### src/rtl/hex_text_writer_pkg.sv
// hex_text_pkg: shared definitions for the hex text writer.
//   - Glyph codes used by the OSD text RAM character set.
//   - FSM state enumeration (PREFIX only used when HEX_WRITER_PREFIX_EN is defined).
//   - Helpers that derive digit count and counter width from the value width.
package hex_text_pkg;

  localparam logic [7:0] GLYPH_DIGIT0  = 8'd16;
  localparam logic [7:0] GLYPH_ALPHA_A = 8'd33;
  localparam logic [7:0] GLYPH_SPACE   = 8'd0;
  localparam logic [7:0] GLYPH_X       = 8'd88;

  typedef enum logic [1:0] {
    ST_IDLE   = 2'd0,
    ST_EMIT   = 2'd1,
    ST_PREFIX = 2'd2
  } hex_state_e;

  // Number of hex digits needed for a value of the given width.
  function automatic int nib_count(int data_w);
    return data_w / 4;
  endfunction

  // Digit counter width; a single-digit value still needs a 1-bit counter.
  function automatic int cnt_width(int nib);
    return (nib > 1) ? $clog2(nib) : 1;
  endfunction

endpackage

### src/rtl/hex_text_writer_if.sv
// hex_text_writer_if: request and character-write bundle of the hex text writer.
//   Request side : req_valid, req_ready, req_value[DATA_W], req_addr[ADDR_W]
//   Write side   : wr_en, wr_ready, wr_addr[ADDR_W], wr_data[8]
//   Status       : busy, done
// Modports: slave = the writer itself, master = the requester / text RAM side.
interface hex_text_writer_if #(
  parameter int DATA_W = 16,
  parameter int ADDR_W = 11
);
  logic              req_valid;
  logic              req_ready;
  logic [DATA_W-1:0] req_value;
  logic [ADDR_W-1:0] req_addr;
  logic              wr_en;
  logic              wr_ready;
  logic [ADDR_W-1:0] wr_addr;
  logic [7:0]        wr_data;
  logic              busy;
  logic              done;

  modport slave (
    input  req_valid, req_value, req_addr, wr_ready,
    output req_ready, wr_en, wr_addr, wr_data, busy, done
  );

  modport master (
    output req_valid, req_value, req_addr, wr_ready,
    input  req_ready, wr_en, wr_addr, wr_data, busy, done
  );
endinterface

### src/rtl/hex_text_writer_glyph.sv
// hex_digit_glyph: combinational map from one hex nibble to its text RAM glyph code.
//   nib_i   [4] : nibble value 0..15
//   glyph_o [8] : 0-9 -> 16..25, A-F -> 33..38
module hex_digit_glyph
  import hex_text_pkg::*;
(
  input  logic [3:0] nib_i,
  output logic [7:0] glyph_o
);

  // Digits and letters occupy two separate contiguous runs in the character set.
  always_comb begin
    if (nib_i < 4'd10) begin
      glyph_o = GLYPH_DIGIT0 + {4'b0000, nib_i};
    end else begin
      glyph_o = GLYPH_ALPHA_A + {4'b0000, nib_i} - 8'd10;
    end
  end

endmodule

### src/rtl/hex_text_writer.sv
// hex_text_writer: renders a DATA_W-bit value as hex glyphs into the text RAM,
// one character per accepted write, most significant nibble first.
//   clk   : system clock
//   reset : synchronous, active-high reset
//   bus   : hex_text_writer_if.slave (request port, write port, busy/done)
// Optional: define HEX_WRITER_PREFIX_EN to emit "0x" before the digits.
module hex_text_writer
  import hex_text_pkg::*;
#(
  parameter int DATA_W = 16,
  parameter int ADDR_W = 11
)(
  input  logic               clk,
  input  logic               reset,
  hex_text_writer_if.slave   bus
);

  localparam int NIB   = nib_count(DATA_W);
  localparam int CNT_W = cnt_width(NIB);

  localparam logic [1:0] S_IDLE   = 2'(ST_IDLE);
  localparam logic [1:0] S_EMIT   = 2'(ST_EMIT);
`ifdef HEX_WRITER_PREFIX_EN
  localparam logic [1:0] S_PREFIX = 2'(ST_PREFIX);
`endif

  logic [1:0]        state_q, state_d;
  logic [DATA_W-1:0] shift_q, shift_d;
  logic [ADDR_W-1:0] addr_q,  addr_d;
  logic [CNT_W-1:0]  cnt_q,   cnt_d;
  logic              done_q,  done_d;
`ifdef HEX_WRITER_PREFIX_EN
  logic              pfx_q,   pfx_d;
`endif

  logic [7:0] digit_glyph;
  logic       active;

  hex_digit_glyph u_glyph (
    .nib_i   (shift_q[DATA_W-1 -: 4]),
    .glyph_o (digit_glyph)
  );

  // Outputs are forced quiet while reset is asserted so an aborted
  // request cannot complete a write in the reset cycle.
  assign active        = (state_q != S_IDLE) && !reset;
  assign bus.req_ready = (state_q == S_IDLE) && !reset;
  assign bus.busy      = active;
  assign bus.wr_en     = active;
  assign bus.wr_addr   = active ? addr_q : '0;
  assign bus.done      = done_q && !reset;

  // Character currently presented on the write port.
  always_comb begin
    bus.wr_data = GLYPH_SPACE;
    if (active) begin
      bus.wr_data = digit_glyph;
`ifdef HEX_WRITER_PREFIX_EN
      if (state_q == S_PREFIX) begin
        bus.wr_data = pfx_q ? GLYPH_X : GLYPH_DIGIT0;
      end
`endif
    end
  end

  // Sequencer: every accepted write advances address; digits also shift
  // and count down, and the last digit returns to IDLE with a done pulse.
  always_comb begin
    state_d = state_q;
    shift_d = shift_q;
    addr_d  = addr_q;
    cnt_d   = cnt_q;
    done_d  = 1'b0;
`ifdef HEX_WRITER_PREFIX_EN
    pfx_d   = pfx_q;
`endif
    case (state_q)
      S_IDLE: begin
        if (bus.req_valid) begin
          shift_d = bus.req_value;
          addr_d  = bus.req_addr;
          cnt_d   = CNT_W'(NIB - 1);
`ifdef HEX_WRITER_PREFIX_EN
          pfx_d   = 1'b0;
          state_d = S_PREFIX;
`else
          state_d = S_EMIT;
`endif
        end
      end
      S_EMIT: begin
        if (bus.wr_ready) begin
          shift_d = shift_q << 4;
          addr_d  = addr_q + 1'b1;
          cnt_d   = cnt_q - 1'b1;
          if (cnt_q == '0) begin
            state_d = S_IDLE;
            done_d  = 1'b1;
          end
        end
      end
`ifdef HEX_WRITER_PREFIX_EN
      S_PREFIX: begin
        if (bus.wr_ready) begin
          addr_d = addr_q + 1'b1;
          pfx_d  = 1'b1;
          if (pfx_q) begin
            state_d = S_EMIT;
          end
        end
      end
`endif
      default: state_d = S_IDLE;
    endcase
  end

  always_ff @(posedge clk) begin
    if (reset) begin
      state_q <= S_IDLE;
      shift_q <= '0;
      addr_q  <= '0;
      cnt_q   <= '0;
      done_q  <= 1'b0;
`ifdef HEX_WRITER_PREFIX_EN
      pfx_q   <= 1'b0;
`endif
    end else begin
      state_q <= state_d;
      shift_q <= shift_d;
      addr_q  <= addr_d;
      cnt_q   <= cnt_d;
      done_q  <= done_d;
`ifdef HEX_WRITER_PREFIX_EN
      pfx_q   <= pfx_d;
`endif
    end
  end

endmodule
### src/flat_wrapper.sv
// flat-port wrapper written by rule: the top's interface ports become plain ports
module hex_text_writer_flat import hex_text_pkg::*;
#(
  parameter int DATA_W = 16,
  parameter int ADDR_W = 11
)
  (clk, reset, bus_req_valid, bus_req_value, bus_req_addr, bus_wr_ready, bus_req_ready, bus_wr_en, bus_wr_addr, bus_wr_data, bus_busy, bus_done);
  hex_text_writer_if #(.DATA_W(DATA_W), .ADDR_W(ADDR_W)) bus_i ();
  input  logic clk;
  input  logic reset;
  input wire logic [$bits(bus_i.req_valid)-1:0] bus_req_valid;
  input wire logic [$bits(bus_i.req_value)-1:0] bus_req_value;
  input wire logic [$bits(bus_i.req_addr)-1:0] bus_req_addr;
  input wire logic [$bits(bus_i.wr_ready)-1:0] bus_wr_ready;
  output wire logic [$bits(bus_i.req_ready)-1:0] bus_req_ready;
  output wire logic [$bits(bus_i.wr_en)-1:0] bus_wr_en;
  output wire logic [$bits(bus_i.wr_addr)-1:0] bus_wr_addr;
  output wire logic [$bits(bus_i.wr_data)-1:0] bus_wr_data;
  output wire logic [$bits(bus_i.busy)-1:0] bus_busy;
  output wire logic [$bits(bus_i.done)-1:0] bus_done;
  assign bus_i.req_valid = bus_req_valid;
  assign bus_i.req_value = bus_req_value;
  assign bus_i.req_addr = bus_req_addr;
  assign bus_i.wr_ready = bus_wr_ready;
  assign bus_req_ready = bus_i.req_ready;
  assign bus_wr_en = bus_i.wr_en;
  assign bus_wr_addr = bus_i.wr_addr;
  assign bus_wr_data = bus_i.wr_data;
  assign bus_busy = bus_i.busy;
  assign bus_done = bus_i.done;
  hex_text_writer #(.DATA_W(DATA_W), .ADDR_W(ADDR_W)) u_core (.clk(clk), .reset(reset), .bus(bus_i));
endmodule
### config.mk
export PLATFORM = sky130hd
export DESIGN_NAME = hex_text_writer_flat
export DESIGN_NICKNAME = d
export VERILOG_FILES = /design/src/rtl/hex_text_writer_pkg.sv /design/src/rtl/hex_text_writer_if.sv /design/src/rtl/hex_text_writer_glyph.sv /design/src/rtl/hex_text_writer.sv /design/src/flat_wrapper.sv
export SDC_FILE = /design/constraint.sdc
export NUM_CORES = 1
export LEC_CHECK = 0
export ABC_CLOCK_PERIOD_IN_PS = 1500
export BUFFER_PORTS_ARGS = -buffer_cell sky130_fd_sc_hd__buf_2
export CAP_MARGIN = 10
export CELL_PAD_IN_SITES_DETAIL_PLACEMENT = 0
export CELL_PAD_IN_SITES_GLOBAL_PLACEMENT = 2
export CORE_MARGIN = 1
export CORE_UTILIZATION = 26
export DETAILED_ROUTE_END_ITERATION = 7
export HOLD_SLACK_MARGIN = 0.06
export PLACE_DENSITY = 0.85
export SLEW_MARGIN = 5
export SYNTH_ARGS = -nofsm -noshare
export SYNTH_HDL_FRONTEND = slang
export SYNTH_SLANG_ARGS = --single-unit
### constraint.sdc
create_clock -name clk -period 1.5 [get_ports clk]
set_input_delay 0.075 -clock clk [delete_from_list [all_inputs] [get_ports clk]]
set_output_delay 0.075 -clock clk [all_outputs]
set_load 0.02 [all_outputs]
======== Word level (Yosys, flattened, before mapping) ========
Index checks and enable logic that the tools add are counted.
cells by class
  reductions and logical operators ........ 11
  equality and inequality tests ........... 4
  multiplexer cells ....................... 17
  bitwise logic cells ..................... 2
  magnitude comparators ................... 1
  add/sub/neg operators ................... 5
operators with widths
  cell                                               count
  2-to-1 mux 11 bit                                  3
  2-to-1 mux 16 bit                                  2
  one-hot mux 16 bit (2 select lines)                1
  one-hot mux 11 bit (2 select lines)                1
  2-to-1 mux 8 bit                                   2
  adder 11 x 1 -> 11 bit, second input constant      1
  2-to-1 mux 2 bit                                   5
  one-hot mux 2 bit (2 select lines)                 2
  subtractor 7 x 4 -> 8 bit, second input constant   1
  adder 6 x 4 -> 7 bit, first input constant         1
  adder 5 x 4 -> 6 bit, first input constant         1
  AND reduction 3 bit                                2
  zero test 2 bit                                    2
  less-than comparator 4 bit, second input constant  1
  != test 2 bit, second input constant               2
  nonzero test 2 bit                                 2
  logical AND 1 bit                                  3
  OR reduction 3 bit                                 1
  == test 2 x 1 -> 1 bit, second input constant      1
  != test 2 x 1 -> 1 bit, second input constant      1
  NOT 1 bit                                          2
  subtractor 2 x 1 -> 2 bit, second input constant   1
  zero test 1 bit                                    1
  2-to-1 mux 1 bit                                   1
word-level totals
  output and inout bits ................... 23
  logic and storage cells ................. 45
  input port bits ......................... 31
  register bits after elaboration ......... 32

======== Depth between registers and ports, before layout ========
  word-level depth ........................ 4
  depth in mapped cells ................... 7
  depth with buffers taken out ............ 5

======== Cells and area by module ========
A second synthesis with hierarchy kept.
unflattened totals
  cells, all modules ...................... 223
  area total of the unflattened synthesis .. 1884.3 sq um
by module, submodules not included
  module           seq. area each (sq um)  area an instance (sq um)  instances  cells an instance
  hex_text_writer  620.6                   1773.0                    1          207
  hex_digit_glyph  0.0                     111.4                     1          16

======== Worst setup path before layout ========
No wires, ideal clock.
  path type ............................... register to register
  start point ............................. reg u_core.addr_q[0]
  end point ............................... reg u_core.addr_q[8]
  data required time ...................... 1397 ps
  arrival time ............................ 1301 ps
  stages on the path, launching flop included .. 6
  setup slack ............................. 95 ps
  path through ............................ dfxtp_1 -> ha_1 -> nand2_1 -> nor4_4 -> nor3_2 -> a2111oi_2
between the ends
  word-level cells in the longest chain between the ends .. 3
RTL lines
  item                                 RTL line                text
  from (decl)                          hex_text_writer.sv:29   logic [ADDR_W-1:0] addr_q, addr_d;
  from (signal assigned)               hex_text_writer.sv:130  addr_q <= addr_d;
  adder 11 x 1 -> 11 bit               hex_text_writer.sv:94   addr_d = addr_q + 1'b1;
  2-to-1 mux 11 bit                    hex_text_writer.sv:92   if (bus.wr_ready) begin
  one-hot mux 11 bit (2 select lines)  hex_text_writer.sv:77   case (state_q)
Every way passes these cells. The select of a mux whose other input is x is not followed.
A chain may end at the register's enable or synchronous reset.

======== Worst setup path after layout ========
  start point ............................. reg u_core.shift_q[12]
  end point ............................... out bus_wr_data[2]
between the ends
  word-level cells in the longest chain between the ends .. 4
RTL lines
  item                       RTL line                     text
  from (decl)                hex_text_writer.sv:28        logic [DATA_W-1:0] shift_q, shift_d;
  from (signal assigned)     hex_text_writer.sv:129       shift_q <= shift_d;
  adder 6 x 4 -> 7 bit       hex_text_writer_glyph.sv:16  glyph_o = GLYPH_ALPHA_A + {4'b0000, nib_i} - 8'd10;
  subtractor 7 x 4 -> 8 bit  hex_text_writer_glyph.sv:16
  2-to-1 mux 8 bit *         hex_text_writer_glyph.sv:13  if (nib_i < 4'd10) begin
  2-to-1 mux 8 bit *         hex_text_writer.sv:56        if (active) begin
  to (decl)                  flat_wrapper.sv:18           output wire logic [$bits(bus_i.wr_data)-1:0] bus_wr_data;
Every way passes the cells marked *; elsewhere a longest branch is shown, timed or not.

==> flow_metrics.tcl <==
set metrics [dict create \
    clk_path_buf_depth 2 \
    cts_tree "yes" \
    min_period_over_period_pct 103.4 \
    worst_skew_pair.late_latency_ns 0.29 \
    synth_edf_count 0 \
    cts_buffers 5 \
    grt_antenna_before_repair 0 \
    port_buffers 51 \
    clock-root-buffer "clkbuf_8" \
    syn_inst 201 \
    startpoint_type "flop" \
    initial_core_util_pct 27.07 \
    grt_pass1_wl_um 7721 \
    layout-drive-gt1-share_pct 40.07 \
    hold_violations 0 \
    drt-total-wl_um 4601 \
    finalPower_mw 2.273 \
    htreeDepth 2 \
    clock_sinks 31 \
    routed.top_layer "met4" \
    synth-seq-cells 31 \
    status "finished with violations" \
    grt_max_degree 34 \
    clock_skew_ns 0.009569 \
    die_w_um 83.32 \
    io_pins 54 \
    critical_path_class "flop to primary output" \
    setup_violations 1 \
    dieArea_um2 6941 \
    rsz0062_at_grt "yes" \
    max_freq_ghz 0.6446 \
    synth_area_um2 1719 \
    synthFlopType "dfxtp_1" \
    layout.nets 310 \
    cp-end-kind "primary output" \
    synthArstFlopShare_pct 0 \
    violations "setup timing" \
    row_count 29 \
    fp.dieH_um 83.32 \
    finalInstanceArea_um2 2422 \
    min_path_type "input pin to flop" \
    seq_area_frac_synth_pct 36.10 \
    area_growth_pct 40.90 \
    yosys_warnings 0 \
    ant_nets 0 \
    wl_met1_um 2191 \
    p_per_area_nw_per_um2 938.4 \
    met3_length_um 218 \
    fill_cells 660 \
    diodes 0 \
    dr.pass1.iters 4 \
    leakage_nw 1.055 \
    setup_tns_ns -0.05130 \
    dr_wl_met2_um 2126 \
    fp.coreArea_um2 6350 \
    grt_pass1_vias 1641 \
    finalMaxSlewViolations 0 \
    path_clk_slew_ns 0.07 \
    postPlaceCellArea_um2 2132 \
    place_inst 333 \
    cp.required_ns 1.42 \
    cp_max_fo 2 \
    vias_per_cell 4.751 \
    gp_congestion 0.7970 \
    fin_ws_ns -0.05130 \
    finalNonFillerCells 354 \
    netlist-cell-type-count 40 \
    overflow 0 \
    max_cap_violations 0 \
    cp.arrival_ns 1.48 \
    avgSynthCellArea_um2 8.553 \
    dp_hpwl_um 3307 \
    drt_iter0_drc 52 \
    via_count 1682 \
    detail_route.wl_per_cell_um 13.00 \
    irDropWorstVdd_uv 429.3 \
    fin_crit_ns 1.551 \
    grtUsageTotal_pct 13.87 \
    route.detailed.drc 0 \
]
[registers in the layout, indices dropped and copies added, names as in the netlist]
| signal | count |
|---|---|
| u_core.addr_q | 11 |
| u_core.shift_q | 16 |
| u_core.cnt_q | 2 |
| u_core.done_q | 1 |
| u_core.state_q | 1 |
[cells in the mapped netlist (2+ instances only)]
| master | n | area share (%) |
|---|---|---|
| nand4_1 | 2 | 0.73 |
| buf_4 | 6 | 2.6 |
| a211oi_1 | 21 | 9.2 |
| mux2i_1 | 16 | 9.3 |
| inv_1 | 6 | 1.3 |
| and4_1 | 2 | 1.0 |
| and2_1 | 10 | 3.6 |
| nor4_1 | 3 | 1.1 |
| ha_1 | 3 | 2.2 |
| clkbuf_1 | 6 | 1.3 |
| nor2_1 | 33 | 7.2 |
| nor3_2 | 2 | 1.2 |
| buf_2 | 5 | 1.5 |
| nor2b_1 | 4 | 1.5 |
| nor3_1 | 2 | 0.58 |
| o21ai_0 | 2 | 0.58 |
| a21oi_1 | 7 | 2.0 |
| a311oi_1 | 2 | 1.0 |
| a2111oi_2 | 2 | 1.7 |
| or3_1 | 2 | 0.73 |
| dfxtp_1 | 31 | 36 |
| nor3b_1 | 2 | 0.87 |
| nand3_1 | 2 | 0.58 |
| nand2_1 | 10 | 2.2 |
| nand2b_1 | 2 | 0.73 |
| a22oi_1 | 4 | 1.7 |
[layout by cell type, fill, tap and decap left out, drive strengths merged]
| cell | count |
|---|---|
| buf | 80 |
| nor2 | 33 |
| dfxtp | 31 |
| a211oi | 21 |
| mux2i | 16 |
| and2 | 11 |
| nand2 | 11 |
| clkbuf | 8 |
| a21oi | 7 |
| inv | 6 |
| a22oi | 4 |
| dlygate4sd3 | 4 |
| nor2b | 4 |
| nor4 | 4 |
| nor3 | 4 |
| nand3 | 3 |
| ha | 3 |
| a2111oi | 2 |
| nand4 | 2 |
| a311oi | 2 |
| and4 | 2 |
| conb | 2 |
| nand2b | 2 |
| or3 | 2 |
| o21ai | 2 |
| nor3b | 2 |
| o21bai | 1 |
| xnor2 | 1 |
| mux2 | 1 |
| a31oi | 1 |
| a21o | 1 |
| a221oi | 1 |
| xor2 | 1 |
| o31ai | 1 |
| o22ai | 1 |
[layout make-up]
class / count / area (µm²) / share of cell area [%]
repair buffers: 84 / 541.8 / 22.37
well taps: 77 / 96.34 / 3.977
flip-flops and latches: 31 / 630.6 / 26.03
clock buffers: 8 / 100.1 / 4.132
inverters: 6 / 25.02 / 1.033
multi-input cells: 148 / 1028 / 42.46
[final timing paths]
check / start / to / slack, ns / cells past startpoint
worst max-delay path: u_core.shift_q[12]$_SDFFE_PP0P_ / bus_wr_data[2] / -0.05 / 6
worst min-delay path: bus_req_addr[5] / u_core.addr_q[5]$_SDFFE_PP0P_ / 0.07 / 3
worst max register to register: u_core.state_q[0]$_SDFFE_PP0P_ / u_core.addr_q[8]$_SDFFE_PP0P_ / 0.10 / 5
worst min register to register: u_core.cnt_q[0]$_SDFFE_PP0P_ / u_core.cnt_q[0]$_SDFFE_PP0P_ / 0.47 / 1
[worst max-delay path: stages (launching register included)]
cell and delay (ns):
dfxtp_2 0.32, inv_2 0.08, ha_4 0.14, nand2_2 0.05
or3_4 0.33, a21oi_2 0.12, buf_4 0.15
[what timing repair did]
action | 4_1_cts | 5_1_grt
buffers inserted | 9 | 0
pin swaps | 0 | 2
hold endpoints to repair | 4 | 0
endpoints found under the setup margin | 16 | 25
hold buffers | 4 | 0
gates resized for setup | 15 | 15
[layer usage]
layer,up-vias,GRT usage (%)
li1,863,-
met1,775,17.28
met2,37,23.03
met3,7,3.380
met4,0,5.329
met5,-,0
[power breakdown]
group	total [mW]	switching, mW	internal, mW
clock network	0.737	0.318	0.419
registers	0.964	0.0600	0.904
logic	0.572	0.292	0.280
[cells by family after synthesis]
logic type	share of synthesized area [%]
and+or+nand+nor	24.89
adders and majority gates	2.184
xor gates and xnor gates	1.019
other	0.2181
AOI/OAI and AO/OA	18.92
DFF	36.10
buffers and inverters	6.695
muxes	9.971
[stage by stage]
step / hold WS (ns) / utilization [%] / setup slack (ns)
finish: 0.06592 / 38.15 / -0.05130
global route: 0.08471 / 38.15 / -0.1089
CTS: 0.06656 / 37.48 / -0.03418
detailed placement: 0.3323 / 33.58 / 0.08825
global placement: 0.3263 / 33.58 / 0.1110
floorplan: 0.2358 / - / 0.09527
No activity file was read; power rests on OpenSTA's default activity.
